--- src/rtl/mem_arbiter.sv ---
// Two-port round-robin front end for a single-port banked memory.
// One transaction in flight at a time; read data returns RD_LAT edges after the command.
module mem_arbiter #(
  parameter int AW     = 12,
  parameter int DW     = 8,
  parameter int RD_LAT = 2
) (
  input  logic          clk,
  input  logic          rst,
  input  logic          req0,
  input  logic          req1,
  input  logic          we0,
  input  logic          we1,
  input  logic [AW-1:0] addr0,
  input  logic [AW-1:0] addr1,
  input  logic [DW-1:0] wdata0,
  input  logic [DW-1:0] wdata1,
  output logic          gnt0,
  output logic          gnt1,
  output logic          rvalid0,
  output logic          rvalid1,
  output logic [DW-1:0] rdata,
  output logic          busy,
  output logic          mem_cen,
  output logic          mem_rd,
  output logic          mem_wr,
  output logic [AW-1:0] mem_add,
  output logic [DW-1:0] mem_din,
  input  logic [DW-1:0] mem_dout
);
  typedef enum logic [1:0] {IDLE, ISSUE, WAIT} state_t;
  typedef struct packed {
    logic          port;
    logic          we;
    logic [AW-1:0] addr;
    logic [DW-1:0] wdata;
  } txn_t;

  localparam logic [2:0] LAT = 3'(RD_LAT);

  state_t        state, state_nxt;
  txn_t          cur, cur_nxt, pick;
  logic          ptr, ptr_nxt, win, done, arb;
  logic [2:0]    cnt, cnt_nxt;
  logic [1:0]    gnt_q, gnt_nxt, rvalid_q, rvalid_nxt;
  logic [DW-1:0] rdata_nxt, din_nxt;
  logic [AW-1:0] add_nxt;
  logic          cen_nxt, rd_nxt, wr_nxt, busy_nxt;

  assign gnt0    = gnt_q[0];
  assign gnt1    = gnt_q[1];
  assign rvalid0 = rvalid_q[0];
  assign rvalid1 = rvalid_q[1];

  always_comb begin
    state_nxt  = state;
    cur_nxt    = cur;
    ptr_nxt    = ptr;
    cnt_nxt    = cnt;
    gnt_nxt    = '0;
    rvalid_nxt = '0;
    rdata_nxt  = rdata;
    cen_nxt    = 1'b1;
    rd_nxt     = 1'b0;
    wr_nxt     = 1'b0;
    add_nxt    = mem_add;
    din_nxt    = mem_din;
    done       = (state == WAIT) && (cnt == LAT);
    // the read-capture edge doubles as an IDLE sampling edge, so rvalid and the next gnt may coincide
    arb        = (state == IDLE) || done;
    win        = (req0 && req1) ? ptr : req1;
    pick       = win ? txn_t'{1'b1, we1, addr1, wdata1} : txn_t'{1'b0, we0, addr0, wdata0};
    case (state)
      ISSUE: begin
        if (cur.we) state_nxt = IDLE;
        else begin
          state_nxt = WAIT;
          cnt_nxt   = 3'd1;
          cen_nxt   = 1'b0;
        end
      end
      WAIT: begin
        cen_nxt = 1'b0;
        cnt_nxt = cnt + 3'd1;
        if (done) begin
          rdata_nxt            = mem_dout;
          rvalid_nxt[cur.port] = 1'b1;
          state_nxt            = IDLE;
          cen_nxt              = 1'b1;
          cnt_nxt              = '0;
        end
      end
      default: ;
    endcase
    if (arb && (req0 || req1)) begin
      state_nxt    = ISSUE;
      cur_nxt      = pick;
      ptr_nxt      = ~win;
      gnt_nxt[win] = 1'b1;
      cen_nxt      = 1'b0;
      add_nxt      = pick.addr;
      wr_nxt       = pick.we;
      rd_nxt       = ~pick.we;
      din_nxt      = pick.we ? pick.wdata : '0;
    end
    busy_nxt = (state_nxt != IDLE);
  end

  always_ff @(posedge clk or negedge rst) begin
    if (!rst) begin
      state    <= IDLE;
      cur      <= '0;
      ptr      <= 1'b0;
      cnt      <= '0;
      gnt_q    <= '0;
      rvalid_q <= '0;
      rdata    <= '0;
      busy     <= 1'b0;
      mem_cen  <= 1'b1;
      mem_rd   <= 1'b0;
      mem_wr   <= 1'b0;
      mem_add  <= '0;
      mem_din  <= '0;
    end else begin
      state    <= state_nxt;
      cur      <= cur_nxt;
      ptr      <= ptr_nxt;
      cnt      <= cnt_nxt;
      gnt_q    <= gnt_nxt;
      rvalid_q <= rvalid_nxt;
      rdata    <= rdata_nxt;
      busy     <= busy_nxt;
      mem_cen  <= cen_nxt;
      mem_rd   <= rd_nxt;
      mem_wr   <= wr_nxt;
      mem_add  <= add_nxt;
      mem_din  <= din_nxt;
    end
  end
endmodule

--- config.mk ---
export PLATFORM = sky130hd
export DESIGN_NAME = mem_arbiter
export DESIGN_NICKNAME = d
export VERILOG_FILES = /design/src/rtl/mem_arbiter.sv
export SDC_FILE = /design/constraint.sdc
export NUM_CORES = 1
export LEC_CHECK = 0
export BUFFER_PORTS_ARGS = -buffer_cell sky130_fd_sc_hd__buf_4
export CORE_AREA = 5 5 70 84
export DETAILED_ROUTE_END_ITERATION = 6
export DIE_AREA = 0 0 75 89
export PLACE_DENSITY = 0.85
export SYNTH_ARGS = -nofsm -noshare
export SYNTH_HDL_FRONTEND = slang
export SYNTH_SLANG_ARGS = --single-unit
--- constraint.sdc ---
create_clock -name clk -period 1.4 [get_ports clk]
set_input_delay 0.28 -clock clk [delete_from_list [all_inputs] [get_ports clk]]
set_output_delay 0.28 -clock clk [all_outputs]
set_load 0.05 [all_outputs]
==> results of run 1 <==
-- through the flow --
| step | power (uW) | util | cells | setup TNS [ns] | setup WS, ns |
|---|---|---|---|---|---|
| CTS | 6967 | 0.6185 | 349 | -1.890 | -0.08103 |
| detailed placement | 5769 | 0.5740 | 337 | -2.818 | -0.1500 |
| global route | 8234 | 0.6700 | 358 | -4.799 | -0.1793 |
| floorplan | 4516 | - | 181 | -2.627 | -0.1217 |
| global placement | 5661 | 0.5740 | 337 | -0.6108 | -0.07427 |
| finish | 7781 | 0.6700 | 358 | -2.705 | -0.1265 |
-- kinds of logic (layout without fill, tap and decap cells) --
logic type                 Yosys count  count (layout)  share of synthesized area
AOI/OAI and AO/OA                   43              46                     0.1481
adders and majority gates            6               6                    0.03717
buffers and inverters               16             130                    0.04894
DFF                                 44              44                     0.5459
muxes                               21              21                     0.1090
and+or+nand+nor                     51              51                     0.1109
-- sequential cells by signal, summed over array words and instances (netlist names) --
| name | cells |
|---|---|
| cnt | 3 |
| cur | 2 |
| rvalid_q | 2 |
| rdata | 8 |
| mem_rd | 1 |
| mem_din | 8 |
| state | 2 |
| mem_cen | 1 |
| gnt_q | 2 |
| ptr | 1 |
| mem_add | 12 |
| mem_wr | 1 |
| busy | 1 |
-- path summary, 6_finish.rpt --
kind                             startpoint          end  slack [ns]  cells after the start
worst max register to register       cnt[0]      cur[21]       -0.13                      7
max in group asynchronous               rst      mem_cen        0.49                      2
min in group asynchronous               rst     rdata[5]        0.51                      2
worst min register to register      cur[21]  rvalid_q[0]        0.49                      1
worst max-delay path                 cnt[0]      cur[21]       -0.13                      7
worst min-delay path            mem_dout[0]     rdata[0]        0.22                      2
-- layer usage --
layer	GRT usage	vias up	share of wire
met2	0.2956	82	0.52
li1	-	885	-
met3	0.04724	14	0.083
met4	0.05016	0	0.021
met1	0.1961	894	0.37
met5	0	-	0
-- power breakdown --
group	switching (uW)	internal [uW]
clock network	422	530
registers	324	1770
logic	2810	1930
-- worst max-delay path, cell delays in order, from the launching register on --
cell	delay, ns
dfrtp_1	0.39
inv_2	0.08
ha_4	0.13
and3b_2	0.26
o22ai_4	0.10
buf_12	0.15
clkbuf_16	0.15
a21o_1	0.16
-- what timing repair did --
item	4_1_cts	5_1_grt
resized for setup	25	42
endpoints found under the hold margin	43	0
buffers inserted	1	7
hold buffers	1	0
gates cloned	2	4
endpoints found under the setup margin	38	41
pin swaps	4	10
-- cell type report --
type / count / area [um2]
clock buffers: 6 / 72.57
clock inverters: 2 / 35.03
fillers: 352 / 1630
inverters: 5 / 18.77
multi-input cells: 124 / 1039
flip-flops and latches: 44 / 1102
well taps: 60 / 75.07
repair buffers: 117 / 967.2
-- placed cells by master, fill, tap and decap left out, types with 2 or more instances in the layout --
master	instances
o21ai_2	4
clkbuf_8	5
nand2_1	10
mux2i_1	13
nor2_2	7
o2111ai_1	8
a21oi_1	2
nand2_2	6
ha_1	2
ha_4	4
buf_6	5
o22a_4	3
nor2_1	12
mux2_4	8
o21ai_1	10
a31oi_1	10
inv_2	4
buf_4	106
nand3_1	8
clkbuf_16	2
buf_12	2
dfrtp_1	43
and2_4	2
==> impl_results.md, run 1 <==
- DP HPWL: about 4 mm
- Mapped Area: 2019 um2
- Netlist cell types: 29
- Cell Pwr Density: 2351 nW/um2
- Die height: 89 um
- DRT Pass-1 Iters: 4
- Share of post-route cells with drive strength above 1: 0.5705
- Vias in the first global route: 1932
- Status: complete, but fails checks
- Die ar.: 6675 um2
- Post-synthesis async set-or-reset flop share: 1.000
- Setup ws final: -0.1265 ns
- Clk pin slew, worst setup/hold paths: 0.08 ns
- DRC violations left: 0
- Total global-route track usage: 0.1678
- Yosys reg bits: 44
- Wirelength per Cell: 17.32 um
- Average instance area after synthesis: 11.16 um2
- Worst-Skew Late Latency: 0.29 ns
- Max Fclk: approximately 660 MHz
- Most used DFF post-synth: dfrtp_1
- Sequential area share after synthesis: 0.5458
- Initial antenna violation count: 0
- Share of the synthesized area in the top cell type: 0.5328
- WP data required: between 1.5 and 2 ns
- Die Wd: 75 um
- Failing checks: setup timing
- Post-route ant nets: 0
- WL final: 6.199 mm
- P&R area growth vs syn: 63.88%
- IO Pins: 90
- CTS tree: yes
- Final Net Count: between 300 and 400
- Total CTS buffers: 5
- Final Max Slew Viols: 0
- IR drop worst, VDD: 1305 uV
- Crit. End Element: flip-flop
- RSZ-0062 raised after global routing: yes
- Initial Util: 0.4088
- Global route overflow: 0
- Post-synth EDFFs: 0
- Max-cap viol count: 0
- CTS Buffer Depth: 2
- Final period util: 1.090
- Pleak: 0.001601 uW
- Worst Hold Class: in -> reg
- Synth area leaders: dfrtp_1, mux2i_1, mux2_2, ha_1, nor2_1
- Root buf cell: clkbuf_8
- WP data arrival: ~1.7 ns
- Number of clock sinks: 44
- First-pass GRT wire length: 8.549 mm
- Number of port buffers: 89
- Worst-Margin Slew: 0.5605 ns
- Num rows: 28
- Setup crit start kind: flip-flop
- Crit-path max FO: 9
- Clk_skew: 0.006457 ns
- H-tree lvl count: 2
- Tmin final: roughly 1.5 ns
- Max_slew headroom: 0.6263
- Cells after Synth: 181
- Via density per instance: 5.237
- GPL Wtd Cong: around 0.76
- Total number of vias: ~1.9k
- Top post-synthesis cells by count: dfrtp_1, nor2_1, nand2_1, mux2i_1, o21ai_0
- Largest net degree at the start of global routing: 45
- Final instance area: 3309 um2
- Hold Slack: 0.2165 ns
- Final hold viol count: 0
- Syn Nets: 241
- Most frequent cell after synthesis: dfrtp_1
- Top cell type by total area after synthesis: dfrtp_1
- Final Setup Violations: 38
- Antenna Cells: 0
- Core area: 4940 um2
- Synth Warn #: 0
- Cell Area, Placed: roughly 2800 um2
- DR iter-0 viols: ~50
- Kind of critical path: reg -> reg
No activity file was read; power rests on OpenSTA's default activity.
==> inputs of run 2 (changes only) <==
CORE_AREA = 5 5 76 92   (was 5 5 70 84)
DIE_AREA = 0 0 81 97   (was 0 0 75 89)
PLACE_DENSITY = 0.72   (was 0.85)
clock period = 1.9 ns   (was 1.4 ns; I/O delays follow)
==> run 2 against run 1 <==
The run now ends clean. Global-route usage fell by 4.4 points. Routed wire length is 21% lower. Total power shrank 39%. Sequential cell count did not move. Sequential power down 27%. Final area down 14%. Cell count down 1.7%. Count of clock-buffer cells in the layout unchanged. Via count is 11% lower. Utilization decreased by 19 points. Clock skew is essentially flat. Largest cell class unchanged.
==> impl_results.md, run 2 (synthesis results as in run 1) <==
- H-tree lvl count: 2
- Worst-Margin Slew: 0.5561 ns
- Reg2reg end: rdata[4]
- Share of post-route cells with drive strength above 1: 0.4148
- Final Max Slew Viols: 0
- Setup tns final: 0 ns
- Max_slew headroom: 0.6292
- DRT Pass-1 Iters: 4
- Reg-to-reg slack, setup: 0.26 ns
- Final hold viol count: 0
- CTS Buffer Depth: 2
- R2r worst-path depth: 5
- Biggest regs: mem_add x12, mem_din x8, rdata x8
- Cell Pwr Density: 1661 nW/um2
- Setup crit start kind: flip-flop
- Status: complete, no violations
- Worst-Skew Late Latency: 0.29 ns
- P&R area growth vs syn: 41.26%
- Max Fclk: 611.2 MHz
- Crit. End Element: flip-flop
- Total global-route track usage: 0.1240
- Core Util, Final: 0.4776
- WP data arrival: 1.81 ns
- Die Wd: between 80 and 90 um
- Final Setup Violations: 0
- Final period util: 0.8611
- Clk_skew: 0.006314 ns
- CTS tree: yes
- Total Power: 4738 uW
- IO Pins: 90
- DR iter-0 viols: 49
- Global route overflow: 0
- Wirelength per Cell: around 14 um
- Most frequent cells in the layout: buf_4, dfrtp_1, nor2_1, nand2_1, mux2i_1
- Post-route ant nets: 0
- Worst Setup EP: rdata[4]
- Core area: around 6000 um2
- Total number of vias: 1668
- WP data required: 2.08 ns
- Clk pin slew, worst setup/hold paths: 0.08 ns
- Num rows: 31
- First-pass GRT wire length: 7.797 mm
- Largest net degree at the start of global routing: 45
- Total CTS buffers: 5
- Filler cells: between 500 and 600
- Antenna Cells: 0
- Number of port buffers: 89
- IR drop worst, VDD: 815.8 uV
- Die ar.: approximately 7900 um2
- Die height: between 90 and 100 um
- Initial antenna violation count: 0
- Commonest non-fill, non-tap cell in the layout: buf_4
- Via density per instance: 4.739
- Number of clock sinks: 44
- Initial Util: 0.3381
- DRC violations left: 0
- Tmin final: ~1.6 ns
- Pleak: 0.001399 uW
- Max-cap viol count: 0
- Crit-path max FO: 9
- Cts-stage hold buffer count: 0
- Number of setup buffers added after CTS: 0
- Kind of critical path: reg -> reg
- Reg2Reg Launch Point: state[0]
- RSZ-0062 raised after global routing: no
- Max reg flops: 12
- Cts repair resizes: 0
- Vias in the first global route: roughly 1.7k
- WL final: 4.904 mm
- GPL Wtd Cong: 0.7457
- Largest Register: mem_add
- Worst Hold Class: in -> async
- DP HPWL: 3.694 mm
- Final Net Count: between 300 and 400
- Root buf cell: clkbuf_8
- Crit path from: state[0]
-- run 2: changes by cell type in the layout (fill, tap and decap cells not counted), sizes merged --
| cell | previous run | this run |
|---|---|---|
| o22a | 4 | 1 |
| buf | 114 | 92 |
| clkbuf | 8 | 6 |
| dlygate4sd3 | 1 | 0 |
-- run 2: critical path, cell delays in order (launching register included) --
cell	delay, ns
dfrtp_1	0.40
inv_1	0.09
ha_1	0.24
and3b_1	0.25
buf_4	0.20
mux2_2	0.34
-- run 2: cell type report --
cell class,count,area [um2],area share
Inverter,5,18.77,0.006579
Timing Repair Buffer,92,703.2,0.2465
Sequential cell,44,1102,0.3864
Clock inverter,2,35.03,0.01228
Tap cell,82,102.6,0.03596
Clock buffer,6,72.57,0.02544
Multi-Input combinational cell,121,818.3,0.2868
-- run 2: routing by layer --
metal | GRT usage | wire (um)
met1 | 0.1499 | 1952
met2 | 0.2081 | 2445
met3 | 0.03717 | 440
met4 | 0.03771 | 66
met5 | 0 | 0
-- run 2: how the worst min path moves through the flow --
stage | start | to | slack, ns | depth (start not counted)
2_1_floorplan | rst | busy | 0.08 | 0
3_3_place_gp | rst | rdata[7] | 0.41 | 1
3_5_place_dp | rst | rdata[7] | 0.41 | 1
4_1_cts | rst | ptr | 0.09 | 1
5_1_grt | rst | rdata[7] | 0.12 | 1
6_report | rst | rdata[7] | 0.07 | 1
-- run 2: through the flow --
| stage | hold slack, ns | instance area, um2 | cells | setup WS [ns] |
|---|---|---|---|---|
| CTS | 0.08858 | 2853 | 352 | 0.2566 |
| detailed placement | 0.4117 | 2745 | 344 | 0.2750 |
| floorplan | 0.08441 | 2019 | 181 | 0.3541 |
| global placement | 0.4103 | 2745 | 344 | 0.3218 |
| finish | 0.07020 | 2853 | 352 | 0.2640 |
| global route | 0.1153 | 2853 | 352 | 0.1578 |
-- run 2: report_power, final --
| part | internal (uW) | switching [uW] | total (uW) |
|---|---|---|---|
| clock | 390 | 312 | 702 |
| combinational | 806 | 1700 | 2500 |
| sequential | 1300 | 235 | 1530 |
